## config.mk

```make
export PLATFORM = sky130hd
export DESIGN_NAME = sram_access_sequencer_flat
export DESIGN_NICKNAME = d
export VERILOG_FILES = /design/src/rtl/sram_access_sequencer_if.sv /design/src/rtl/sram_access_sequencer.sv /design/src/flat_wrapper.sv
export SDC_FILE = /design/constraint.sdc
export NUM_CORES = 1
export LEC_CHECK = 0
export CORE_MARGIN = 2
export CORE_UTILIZATION = 46
export CTS_BUF_LIST = sky130_fd_sc_hd__clkbuf_2 sky130_fd_sc_hd__clkbuf_4 sky130_fd_sc_hd__clkbuf_8
export DETAILED_ROUTE_END_ITERATION = 6
export GPL_ROUTABILITY_DRIVEN = 0
export PLACE_DENSITY = 0.88
export SYNTH_ARGS = -nofsm -noshare
export SYNTH_HDL_FRONTEND = slang
export SYNTH_SLANG_ARGS = --single-unit
```

## constraint.sdc

```tcl
create_clock -name i_clk -period 3.82 [get_ports i_clk]
set_input_delay 0.382 -clock i_clk [delete_from_list [all_inputs] [get_ports i_clk]]
set_output_delay 0.382 -clock i_clk [all_outputs]
set_load 0.03 [all_outputs]
```

## src/rtl/sram_access_sequencer_if.sv

```systemverilog
// CPU request bus plus SRAM pin bundle shared by sram_access_sequencer and its environment.
// ByteEn exists only when SRAM_BYTE_ACCESS_EN is defined.
interface sram_access_sequencer_if #(
    parameter int ADDR_W      = 16,
    parameter int DATA_W      = 16,
    parameter int SRAM_ADDR_W = 20
);
    logic                   Req;
    logic                   R_W;
    logic [ADDR_W-1:0]      Addr;
    logic [DATA_W-1:0]      WData;
`ifdef SRAM_BYTE_ACCESS_EN
    logic                   ByteEn;
`endif
    logic [DATA_W-1:0]      RData;
    logic                   Ready;
    logic                   Busy;
    logic [SRAM_ADDR_W-1:0] SRAM_ADDR;
    logic                   SRAM_CE_N;
    logic                   SRAM_OE_N;
    logic                   SRAM_WE_N;
    logic                   SRAM_LB_N;
    logic                   SRAM_UB_N;
    logic [DATA_W-1:0]      SRAM_DQ_Out;
    logic                   SRAM_DQ_OE;
    logic [DATA_W-1:0]      SRAM_DQ_In;

    modport master (
`ifdef SRAM_BYTE_ACCESS_EN
        output ByteEn,
`endif
        output Req, R_W, Addr, WData, SRAM_DQ_In,
        input  RData, Ready, Busy, SRAM_ADDR, SRAM_CE_N, SRAM_OE_N, SRAM_WE_N,
        input  SRAM_LB_N, SRAM_UB_N, SRAM_DQ_Out, SRAM_DQ_OE
    );

    modport slave (
`ifdef SRAM_BYTE_ACCESS_EN
        input  ByteEn,
`endif
        input  Req, R_W, Addr, WData, SRAM_DQ_In,
        output RData, Ready, Busy, SRAM_ADDR, SRAM_CE_N, SRAM_OE_N, SRAM_WE_N,
        output SRAM_LB_N, SRAM_UB_N, SRAM_DQ_Out, SRAM_DQ_OE
    );
endinterface

```

## src/rtl/sram_access_sequencer.sv

```systemverilog
// Registered request/ready sequencer driving asynchronous SRAM pins through setup, strobe, hold and turnaround.
// Define SRAM_BYTE_ACCESS_EN to add per-access byte-lane selection through ByteEn.
module sram_access_sequencer #(
    parameter int ADDR_W      = 16,
    parameter int DATA_W      = 16,
    parameter int SRAM_ADDR_W = 20,
    parameter int WAIT_STATES = 2,
    parameter int TURNAROUND  = 1
) (
    input  logic                   i_clk,
    input  logic                   i_reset,
    sram_access_sequencer_if.slave io_bus
);
    localparam logic [2:0] ST_IDLE   = 3'd0;
    localparam logic [2:0] ST_SETUP  = 3'd1;
    localparam logic [2:0] ST_ACCESS = 3'd2;
    localparam logic [2:0] ST_HOLD   = 3'd3;
    localparam logic [2:0] ST_TURN   = 3'd4;

    localparam int W_EFF   = (WAIT_STATES < 1) ? 1 : WAIT_STATES;
    localparam int T_EFF   = (TURNAROUND < 0) ? 0 : TURNAROUND;
    localparam int CNT_MAX = (W_EFF > T_EFF) ? W_EFF : T_EFF;
    localparam int CNT_W   = $clog2(CNT_MAX + 1);

    logic [2:0]             r_state;
    logic [CNT_W-1:0]       r_cnt;
    logic                   r_isWrite;
    logic [DATA_W-1:0]      r_rdata;
    logic                   r_ready;
    logic                   r_busy;
    logic [SRAM_ADDR_W-1:0] r_sramAddr;
    logic                   r_ceN;
    logic                   r_oeN;
    logic                   r_weN;
    logic                   r_lbN;
    logic                   r_ubN;
    logic [DATA_W-1:0]      r_dqOut;
    logic                   r_dqOe;

    logic                   w_accept;
    logic                   w_isWrite;
    logic                   w_laneLbN;
    logic                   w_laneUbN;
    logic [SRAM_ADDR_W-1:0] w_pinAddr;
    logic [DATA_W-1:0]      w_pinData;
    logic [DATA_W-1:0]      w_capData;
    logic [2:0]             w_nextState;
    logic [CNT_W-1:0]       w_nextCnt;
    logic [DATA_W-1:0]      w_nextRdata;
    logic                   w_ceN;
    logic                   w_oeN;
    logic                   w_weN;
    logic                   w_lbN;
    logic                   w_ubN;
    logic                   w_dqOe;

    // In IDLE the incoming request decides the first phase, afterwards the latched copy does.
    assign w_accept  = (r_state == ST_IDLE) && io_bus.Req;
    assign w_isWrite = (r_state == ST_IDLE) ? io_bus.R_W : r_isWrite;

`ifdef SRAM_BYTE_ACCESS_EN
    localparam int HALF_W = DATA_W / 2;

    logic r_laneLbN;
    logic r_laneUbN;
    logic w_selLbN;
    logic w_selUbN;

    assign w_selLbN  = io_bus.ByteEn & io_bus.Addr[0];
    assign w_selUbN  = io_bus.ByteEn & ~io_bus.Addr[0];
    assign w_laneLbN = (r_state == ST_IDLE) ? w_selLbN : r_laneLbN;
    assign w_laneUbN = (r_state == ST_IDLE) ? w_selUbN : r_laneUbN;
    assign w_pinAddr = io_bus.ByteEn ? SRAM_ADDR_W'(io_bus.Addr >> 1) : SRAM_ADDR_W'(io_bus.Addr);
    assign w_pinData = io_bus.ByteEn ? {2{io_bus.WData[HALF_W-1:0]}} : io_bus.WData;

    // A single disabled lane strobe identifies a byte read and which half to keep.
    always_comb begin
        w_capData = io_bus.SRAM_DQ_In;
        if (r_laneUbN) begin
            w_capData = {{HALF_W{1'b0}}, io_bus.SRAM_DQ_In[HALF_W-1:0]};
        end else if (r_laneLbN) begin
            w_capData = {{HALF_W{1'b0}}, io_bus.SRAM_DQ_In[DATA_W-1:HALF_W]};
        end
    end

    always_ff @(posedge i_clk) begin
        if (i_reset) begin
            r_laneLbN <= 1'b0;
            r_laneUbN <= 1'b0;
        end else if (w_accept) begin
            r_laneLbN <= w_selLbN;
            r_laneUbN <= w_selUbN;
        end
    end
`else
    assign w_laneLbN = 1'b0;
    assign w_laneUbN = 1'b0;
    assign w_pinAddr = SRAM_ADDR_W'(io_bus.Addr);
    assign w_pinData = io_bus.WData;
    assign w_capData = io_bus.SRAM_DQ_In;
`endif

    always_comb begin
        w_nextState = r_state;
        w_nextCnt   = r_cnt;
        w_nextRdata = r_rdata;
        case (r_state)
            ST_IDLE: begin
                if (io_bus.Req) begin
                    w_nextState = ST_SETUP;
                end
            end
            ST_SETUP: begin
                w_nextState = ST_ACCESS;
                w_nextCnt   = CNT_W'(W_EFF - 1);
            end
            ST_ACCESS: begin
                if (r_cnt == '0) begin
                    w_nextState = ST_HOLD;
                    if (!r_isWrite) begin
                        w_nextRdata = w_capData;
                    end
                end else begin
                    w_nextCnt = r_cnt - CNT_W'(1);
                end
            end
            ST_HOLD: begin
                if (T_EFF == 0) begin
                    w_nextState = ST_IDLE;
                end else begin
                    w_nextState = ST_TURN;
                    w_nextCnt   = CNT_W'(T_EFF - 1);
                end
            end
            ST_TURN: begin
                if (r_cnt == '0) begin
                    w_nextState = ST_IDLE;
                end else begin
                    w_nextCnt = r_cnt - CNT_W'(1);
                end
            end
            default: begin
                w_nextState = ST_IDLE;
            end
        endcase
    end

    // Pin strobes are decoded from the phase being entered so every pin leaves a flop.
    always_comb begin
        w_ceN  = 1'b1;
        w_oeN  = 1'b1;
        w_weN  = 1'b1;
        w_lbN  = 1'b1;
        w_ubN  = 1'b1;
        w_dqOe = 1'b0;
        case (w_nextState)
            ST_SETUP: begin
                w_ceN  = 1'b0;
                w_lbN  = w_laneLbN;
                w_ubN  = w_laneUbN;
                w_oeN  = w_isWrite;
                w_dqOe = w_isWrite;
            end
            ST_ACCESS: begin
                w_ceN  = 1'b0;
                w_lbN  = w_laneLbN;
                w_ubN  = w_laneUbN;
                w_oeN  = w_isWrite;
                w_weN  = !w_isWrite;
                w_dqOe = w_isWrite;
            end
            ST_HOLD: begin
                w_ceN  = 1'b0;
                w_lbN  = w_laneLbN;
                w_ubN  = w_laneUbN;
                w_dqOe = w_isWrite;
            end
            default: begin
                w_ceN = 1'b1;
            end
        endcase
    end

    always_ff @(posedge i_clk) begin
        if (i_reset) begin
            r_state    <= ST_IDLE;
            r_cnt      <= '0;
            r_isWrite  <= 1'b0;
            r_rdata    <= '0;
            r_ready    <= 1'b0;
            r_busy     <= 1'b0;
            r_sramAddr <= '0;
            r_ceN      <= 1'b1;
            r_oeN      <= 1'b1;
            r_weN      <= 1'b1;
            r_lbN      <= 1'b1;
            r_ubN      <= 1'b1;
            r_dqOut    <= '0;
            r_dqOe     <= 1'b0;
        end else begin
            r_state <= w_nextState;
            r_cnt   <= w_nextCnt;
            r_rdata <= w_nextRdata;
            r_ready <= (w_nextState == ST_HOLD);
            r_busy  <= (w_nextState != ST_IDLE);
            r_ceN   <= w_ceN;
            r_oeN   <= w_oeN;
            r_weN   <= w_weN;
            r_lbN   <= w_lbN;
            r_ubN   <= w_ubN;
            r_dqOe  <= w_dqOe;
            if (w_accept) begin
                r_isWrite  <= io_bus.R_W;
                r_sramAddr <= w_pinAddr;
                if (io_bus.R_W) begin
                    r_dqOut <= w_pinData;
                end
            end
        end
    end

    assign io_bus.RData       = r_rdata;
    assign io_bus.Ready       = r_ready;
    assign io_bus.Busy        = r_busy;
    assign io_bus.SRAM_ADDR   = r_sramAddr;
    assign io_bus.SRAM_CE_N   = r_ceN;
    assign io_bus.SRAM_OE_N   = r_oeN;
    assign io_bus.SRAM_WE_N   = r_weN;
    assign io_bus.SRAM_LB_N   = r_lbN;
    assign io_bus.SRAM_UB_N   = r_ubN;
    assign io_bus.SRAM_DQ_Out = r_dqOut;
    assign io_bus.SRAM_DQ_OE  = r_dqOe;
endmodule

```

## src/flat_wrapper.sv

```systemverilog
// flat-port wrapper written by rule: the top's interface ports become plain ports
module sram_access_sequencer_flat 
#(
    parameter int ADDR_W      = 16,
    parameter int DATA_W      = 16,
    parameter int SRAM_ADDR_W = 20,
    parameter int WAIT_STATES = 2,
    parameter int TURNAROUND  = 1
)
  (i_clk, i_reset, io_bus_Req, io_bus_R_W, io_bus_Addr, io_bus_WData, io_bus_SRAM_DQ_In, io_bus_RData, io_bus_Ready, io_bus_Busy, io_bus_SRAM_ADDR, io_bus_SRAM_CE_N, io_bus_SRAM_OE_N, io_bus_SRAM_WE_N, io_bus_SRAM_LB_N, io_bus_SRAM_UB_N, io_bus_SRAM_DQ_Out, io_bus_SRAM_DQ_OE);
  sram_access_sequencer_if #(.ADDR_W(ADDR_W), .DATA_W(DATA_W), .SRAM_ADDR_W(SRAM_ADDR_W)) io_bus_i ();
  input  logic i_clk;
  input  logic i_reset;
  input wire logic [$bits(io_bus_i.Req)-1:0] io_bus_Req;
  input wire logic [$bits(io_bus_i.R_W)-1:0] io_bus_R_W;
  input wire logic [$bits(io_bus_i.Addr)-1:0] io_bus_Addr;
  input wire logic [$bits(io_bus_i.WData)-1:0] io_bus_WData;
  input wire logic [$bits(io_bus_i.SRAM_DQ_In)-1:0] io_bus_SRAM_DQ_In;
  output wire logic [$bits(io_bus_i.RData)-1:0] io_bus_RData;
  output wire logic [$bits(io_bus_i.Ready)-1:0] io_bus_Ready;
  output wire logic [$bits(io_bus_i.Busy)-1:0] io_bus_Busy;
  output wire logic [$bits(io_bus_i.SRAM_ADDR)-1:0] io_bus_SRAM_ADDR;
  output wire logic [$bits(io_bus_i.SRAM_CE_N)-1:0] io_bus_SRAM_CE_N;
  output wire logic [$bits(io_bus_i.SRAM_OE_N)-1:0] io_bus_SRAM_OE_N;
  output wire logic [$bits(io_bus_i.SRAM_WE_N)-1:0] io_bus_SRAM_WE_N;
  output wire logic [$bits(io_bus_i.SRAM_LB_N)-1:0] io_bus_SRAM_LB_N;
  output wire logic [$bits(io_bus_i.SRAM_UB_N)-1:0] io_bus_SRAM_UB_N;
  output wire logic [$bits(io_bus_i.SRAM_DQ_Out)-1:0] io_bus_SRAM_DQ_Out;
  output wire logic [$bits(io_bus_i.SRAM_DQ_OE)-1:0] io_bus_SRAM_DQ_OE;
  assign io_bus_i.Req = io_bus_Req;
  assign io_bus_i.R_W = io_bus_R_W;
  assign io_bus_i.Addr = io_bus_Addr;
  assign io_bus_i.WData = io_bus_WData;
  assign io_bus_i.SRAM_DQ_In = io_bus_SRAM_DQ_In;
  assign io_bus_RData = io_bus_i.RData;
  assign io_bus_Ready = io_bus_i.Ready;
  assign io_bus_Busy = io_bus_i.Busy;
  assign io_bus_SRAM_ADDR = io_bus_i.SRAM_ADDR;
  assign io_bus_SRAM_CE_N = io_bus_i.SRAM_CE_N;
  assign io_bus_SRAM_OE_N = io_bus_i.SRAM_OE_N;
  assign io_bus_SRAM_WE_N = io_bus_i.SRAM_WE_N;
  assign io_bus_SRAM_LB_N = io_bus_i.SRAM_LB_N;
  assign io_bus_SRAM_UB_N = io_bus_i.SRAM_UB_N;
  assign io_bus_SRAM_DQ_Out = io_bus_i.SRAM_DQ_Out;
  assign io_bus_SRAM_DQ_OE = io_bus_i.SRAM_DQ_OE;
  sram_access_sequencer #(.ADDR_W(ADDR_W), .DATA_W(DATA_W), .SRAM_ADDR_W(SRAM_ADDR_W), .WAIT_STATES(WAIT_STATES), .TURNAROUND(TURNAROUND)) u_core (.i_clk(i_clk), .i_reset(i_reset), .io_bus(io_bus_i));
endmodule
```

==> flow_metrics.env, run 1 <==
export IMPL_antenna_found_initial=0
export IMPL_clock_sinks=60
export IMPL_yosysWarnings=0
export IMPL_die_w_um=76.5
export IMPL_finalMaxSlewViolations=0
export IMPL_fin_tns_setup_ns=0
export IMPL_status="finished, final reports clean"
export IMPL_p_clk_share_pct=32.7
export IMPL_critPathRequiredTime_ns=3.97
export IMPL_avgSynthCellArea_sq_um=8.49
export IMPL_drc=0
export IMPL_ys_flop_type="dfxtp_1"
export IMPL_core_area_sq_mm=0.00511
export IMPL_setup_viol=0
export IMPL_rsz0062_at_grt="false"
export IMPL_p_seq_share_pct=44.1
export IMPL_fin_crit_ns=1.96
export IMPL_layout_commonest_cell="clkdlybuf4s50_1"
export IMPL_share_comb_of_total_power_pct=23.2
export IMPL_final_cell_count_no_fill=447
export IMPL_p_int_uw=1140
export IMPL_tightestPinTransition_ns=1.07
export IMPL_cp_max_fo=19
export IMPL_drive_above_1_share_pct=6.63
export IMPL_syn_area_sq_mm=0.00242
export IMPL_layout_common_cells="clkdlybuf4s50_1, dfxtp_1, a21oi_1"
export IMPL_synth_seq_area_share_pct=49.6
export IMPL_cts_max_path_buffers=2
export IMPL_io_buffers=107
export IMPL_crit_family="buffers and inverters"
export IMPL_start_util_pct=47.4
export IMPL_path_clk_slew_ns=0.06
export IMPL_ir_drop_mv=0.332
export IMPL_worst_hold_slack_ns=0.453
export IMPL_synth_cells=285
export IMPL_synth_seq_cells=60
export IMPL_ios=112
export IMPL_num_vias=2325
export IMPL_gr_usage_all_layers_pct=21.5
export IMPL_grt_pass1_wl_um=10200
export IMPL_crit_type="in2reg"
export IMPL_numCtsBuffers=9
export IMPL_power_switching_uw=462
export IMPL_placed_cell_area_sq_mm=0.00341
export IMPL_hold_viol_final=0
export IMPL_fmax_mhz=509
export IMPL_async_flop_share_pct=0
export IMPL_worst_path_max_delay_cell="clkdlybuf4s50_1"
export IMPL_clock_skew_ns=0.00632
export IMPL_synthDistinctLibCells=39
export IMPL_cp_arrival_ns=2.12
export IMPL_drt_iter0_drc=121
export IMPL_cts_tree="built"
export IMPL_overflow=0
export IMPL_cts_resized=0
export IMPL_final_nets=427
export IMPL_cts_root_buf="clkbuf_8"
export IMPL_path_buf_inv=2
export IMPL_maxCapViolCount=0
export IMPL_totalWireLength_um=6160
export IMPL_postCtsSetupRepairBufs=0
export IMPL_grt_pass1_vias=2176
export IMPL_hp_class="reg2reg"
export IMPL_row_count=26
export IMPL_crit_chain="clkdlybuf4s50_1, inv_1, o21ai_0, a21oi_1"
export IMPL_dp_cells=433
export IMPL_maxSlewHeadroom_pct=28.8
export IMPL_holdBufCountCts=0
export IMPL_fp_dieH_um=76.5
export IMPL_ant_nets=0
export IMPL_avgViaCountPerCell=5.20
export IMPL_powerDensity_mw_per_mm2=448
export IMPL_r2r_setup_slack_ns=1.90
export IMPL_critPathCaptureType="flip-flop"
export IMPL_leakagePower_uw=0.00126
export IMPL_synth_edf_count=0
export IMPL_grt_max_degree=58
export IMPL_antenna_cells=0
export IMPL_fin_crit_sh_pct=51.4
export IMPL_post_drt_wl_per_cell_um=13.8
export IMPL_insertion_delay_ns=0.32
export IMPL_start_kind="primary input"
export IMPL_final_cell_area_sq_mm=0.00359
export IMPL_dp_hpwl_um=4090
export IMPL_drt_first_pass_iters=4
export IMPL_swShare_pct=28.8
export IMPL_areaGrowthSynthToFinish_pct=48.3
export IMPL_max_stage_delay_ns=0.91
export IMPL_cts_max_level=3
export IMPL_fp_dieArea_sq_mm=0.00586
## cell usage after synthesis, drive strengths merged, types with 2 or more instances
cell / count / area, sq um
dfxtp: 60 / 1200
a21oi: 51 / 255
nand2: 36 / 135
o21ai: 33 / 173
nand3: 32 / 160
buf: 20 / 144
clkbuf: 14 / 52.6
inv: 5 / 18.8
nand2b: 4 / 25.0
a31oi: 3 / 18.8
or4b: 3 / 33.8
a211oi: 2 / 15.0
nand3b: 2 / 15.0
nor2: 2 / 7.51
or3b: 2 / 17.5
## flip-flops by register name, indices dropped and copies added (netlist names)
| signal | count |
|---|---|
| u_core.io_bus.SRAM_ADDR | 16 |
| u_core.io_bus.SRAM_OE_N | 1 |
| u_core.r_isWrite | 1 |
| u_core.io_bus.Busy | 1 |
| u_core.io_bus.SRAM_DQ_OE | 1 |
| u_core.io_bus.SRAM_DQ_Out | 16 |
| u_core.io_bus.SRAM_CE_N | 1 |
| u_core.r_cnt | 2 |
| u_core.r_state | 3 |
| u_core.io_bus.Ready | 1 |
| u_core.io_bus.RData | 16 |
| u_core.io_bus.SRAM_WE_N | 1 |
## final cells by class
cell class                      count  area, sq um
Fill cell                         428         1520
Sequential cell                    60         1200
Timing Repair Buffer              109         1080
Multi-Input combinational cell    189         1020
Clock buffer                       11          139
Tap cell                           70         87.6
Clock inverter                      3         40.0
Inverter                            5         18.8
## power groups by stage
stage	registers (uW)	clock network [uW]	logic, uW
6_report	709	524	373
4_1_cts	709	539	375
2_1_floorplan	781	0	171
5_1_grt	715	572	402
3_5_place_dp	722	0	374
3_3_place_gp	721	0	367
## through the flow
stage	setup WS (ns)	util, %	power, uW
after CTS	1.87	70.3	1620
final	1.86	70.3	1610
after detailed placement	1.53	66.8	1100
after global routing	1.65	70.3	1690
after global placement	1.62	66.8	1090
after floorplan	2.30	-	952
## tightest hold or removal path, delay by kind of cell, from the launching register on
family	cells	cell delay, ns
AND/OR/NAND/NOR	1	0.05
AO/OA/AOI/OAI	1	0.05
flip-flops	1	0.30
## logic make-up (layout without fill, tap and decap cells)
kind of cell / Yosys count / after routing / synth area share, %
compound gates: 93 / 93 / 20.5
xor+xnor: 1 / 1 / 0.362
buf+inv: 39 / 128 / 8.89
other cells: 1 / 4 / 0.155
mux: 1 / 1 / 0.414
flops: 60 / 60 / 49.6
fa+ha+maj: 1 / 1 / 0.517
simple gates: 89 / 89 / 19.5
## layer usage
layer	part of all wire, %	wire, um	track usage, %
met4	1.1	70	9.82
met3	5.6	347	4.38
met5	0	0	0
met2	49	3000	35.7
met1	45	2750	26.8
## final timing paths
path	endpoint	from	depth (start not counted)
hold / removal	u_core.io_bus.SRAM_ADDR[14]	u_core.io_bus.SRAM_ADDR[14]	2
setup reg to reg	u_core.io_bus.RData[7]	u_core.r_state[1]	3
hold reg to reg	u_core.io_bus.SRAM_ADDR[14]	u_core.io_bus.SRAM_ADDR[14]	2
setup / recovery	u_core.io_bus.SRAM_DQ_Out[13]	io_bus_R_W	4
Note: power is estimated with default switching activity, not from simulation.
==> run 2: changes to the inputs <==
CORE_UTILIZATION = 42   (was 46)
PLACE_DENSITY = 0.81   (was 0.88)
clock period = 2.05 ns   (was 3.82 ns; I/O delays follow)
==> flow_metrics.env, run 2 (same netlist as run 1, synthesis figures left out) <==
export IMPL_status="finished, final reports clean"
export IMPL_antenna_found_initial=0
export IMPL_cp_arrival_ns=1.95
export IMPL_grt_pass1_vias=2210
export IMPL_row_count=27
export IMPL_p_seq_share_pct=41.0
export IMPL_grt_max_degree=34
export IMPL_io_buffers=107
export IMPL_antenna_cells=0
export IMPL_fin_ws_ns=0.341
export IMPL_total_power_uw=3190
export IMPL_p_clk_share_pct=36.1
export IMPL_maxCapViolCount=0
export IMPL_setup_viol=0
export IMPL_core_area_sq_mm=0.00554
export IMPL_fin_crit_sh_pct=83.3
export IMPL_path_clk_slew_ns=0.07
export IMPL_fin_tns_setup_ns=0
export IMPL_crit_type="reg2reg"
export IMPL_layout_common_cells="clkdlybuf4s50_1, dfxtp_1, a21oi_1"
export IMPL_gr_usage_all_layers_pct=20.1
export IMPL_worstSetupEndpoint="u_core.io_bus.RData[7]"
export IMPL_reg2reg_depth=6
export IMPL_insertion_delay_ns=0.32
export IMPL_power_switching_uw=889
export IMPL_ant_nets=0
export IMPL_fin_crit_ns=1.71
export IMPL_use_met3_pct=5.88
export IMPL_hp_start="i_reset"
export IMPL_timing_rr_end="u_core.io_bus.RData[7]"
export IMPL_totalWireLength_um=6300
export IMPL_tightestPinTransition_ns=0.572
export IMPL_cts_resized=0
export IMPL_crit_start="u_core.r_cnt[0]"
export IMPL_drt_iter0_drc=126
export IMPL_numCtsBuffers=9
export IMPL_finalMaxSlewViolations=0
export IMPL_drive_above_1_share_pct=9.04
export IMPL_r2r_start="u_core.r_cnt[0]"
export IMPL_drt_first_pass_iters=4
export IMPL_rsz0062_at_grt="false"
export IMPL_fp_dieArea_sq_mm=0.00638
export IMPL_grt_busiest_layer="met2"
export IMPL_final_core_util_pct=66.6
export IMPL_post_drt_wl_per_cell_um=13.7
export IMPL_cts_max_path_buffers=2
export IMPL_avgViaCountPerCell=5.10
export IMPL_die_w_um=79.9
export IMPL_worst_path_max_delay_cell="nor4bb_2"
export IMPL_cts_max_level=3
export IMPL_postCtsSetupRepairBufs=0
export IMPL_use_met1_pct=23.9
export IMPL_clock_sinks=60
export IMPL_hold_viol_final=0
export IMPL_final_cell_area_sq_mm=0.00369
export IMPL_placed_cell_area_sq_mm=0.00347
export IMPL_crit_chain="inv_1, ha_1, nor4bb_2, buf_4, nand3_1, a21oi_1"
export IMPL_r2r_setup_slack_ns=0.34
export IMPL_powerDensity_mw_per_mm2=863
export IMPL_cts_root_buf="clkbuf_8"
export IMPL_swShare_pct=27.9
export IMPL_dp_hpwl_um=4270
export IMPL_ir_drop_mv=0.484
export IMPL_ios=112
export IMPL_max_stage_delay_ns=0.40
export IMPL_start_util_pct=43.7
export IMPL_final_nets=435
export IMPL_critPathRequiredTime_ns=2.30
export IMPL_fmax_mhz=585
export IMPL_drc=0
export IMPL_use_met2_pct=33.5
export IMPL_cp_max_fo=15
export IMPL_areaGrowthSynthToFinish_pct=52.6
export IMPL_layout_commonest_cell="clkdlybuf4s50_1"
export IMPL_cts_tree="built"
export IMPL_hp_class="in2reg"
export IMPL_maxSlewHeadroom_pct=61.5
export IMPL_holdBufCountCts=0
export IMPL_leakagePower_uw=0.00132
export IMPL_fp_dieH_um=79.9
export IMPL_critPathCaptureType="flip-flop"
export IMPL_start_kind="flip-flop"
export IMPL_p_int_uw=2300
export IMPL_grt_pass1_wl_um=10100
export IMPL_share_comb_of_total_power_pct=22.9
export IMPL_pre_cts_slack_ns=0.174
export IMPL_clock_skew_ns=0.00666
export IMPL_overflow=0
export IMPL_num_vias=2343
[run 2: cell count changes in the layout (fill, tap and decap cells not counted)]
cell | previous run | this run
clkbuf_8 | 9 | 10
buf_4 | 2 | 10
clkinv_2 | 2 | 3
bufinv_16 | 1 | 2
clkbuf_4 | 2 | 1
[run 2: worst min-delay path by stage]
stage / cells past startpoint / end / slack, ns
2_1_floorplan: 1 / u_core.io_bus.SRAM_WE_N / 0.31
3_3_place_gp: 2 / u_core.io_bus.SRAM_ADDR[1] / 0.44
3_5_place_dp: 2 / u_core.io_bus.SRAM_ADDR[1] / 0.45
4_1_cts: 2 / u_core.io_bus.SRAM_ADDR[2] / 0.33
5_1_grt: 2 / u_core.io_bus.SRAM_ADDR[5] / 0.35
6_report: 2 / u_core.io_bus.SRAM_DQ_Out[13] / 0.33
[run 2: per-layer routing]
metal  share of wire [%]  wire length [um]
met4                 1.3                79
met5                   0                 0
met1                  41              2560
met3                 7.8               491
met2                  50              3170
[run 2: area by class of cell]
type                            count  area, sq um
Sequential cell                    60         1200
Timing Repair Buffer              117         1140
Clock buffer                       11          145
Tap cell                           72         90.1
Fill cell                         468         1850
Clock inverter                      5         75.1
Multi-Input combinational cell    189         1020
Inverter                            5         18.8
[run 2: critical path: cells and delay by family, from the launching register on]
| kind | cells | cell delay, ns |
|---|---|---|
| simple gates | 2 | 0.50 |
| flops | 1 | 0.33 |
| buf+inv | 2 | 0.34 |
| fa+ha+maj | 1 | 0.32 |
| compound gates | 1 | 0.14 |
[run 2: power by group through the flow]
stage               logic [uW]  registers, uW  clock network [uW]
floorplan                  319           1460                   0
global placement           718           1330                   0
detailed placement         730           1330                   0
CTS                        735           1310                1180
global route               785           1320                1230
finish                     728           1310                1150
[run 2: per-stage QoR]
step                hold WS (ns)  std cells
floorplan                  0.312        288
global placement           0.443        443
detailed placement         0.448        443
CTS                        0.333        459
global route               0.350        459
finish                     0.329        459
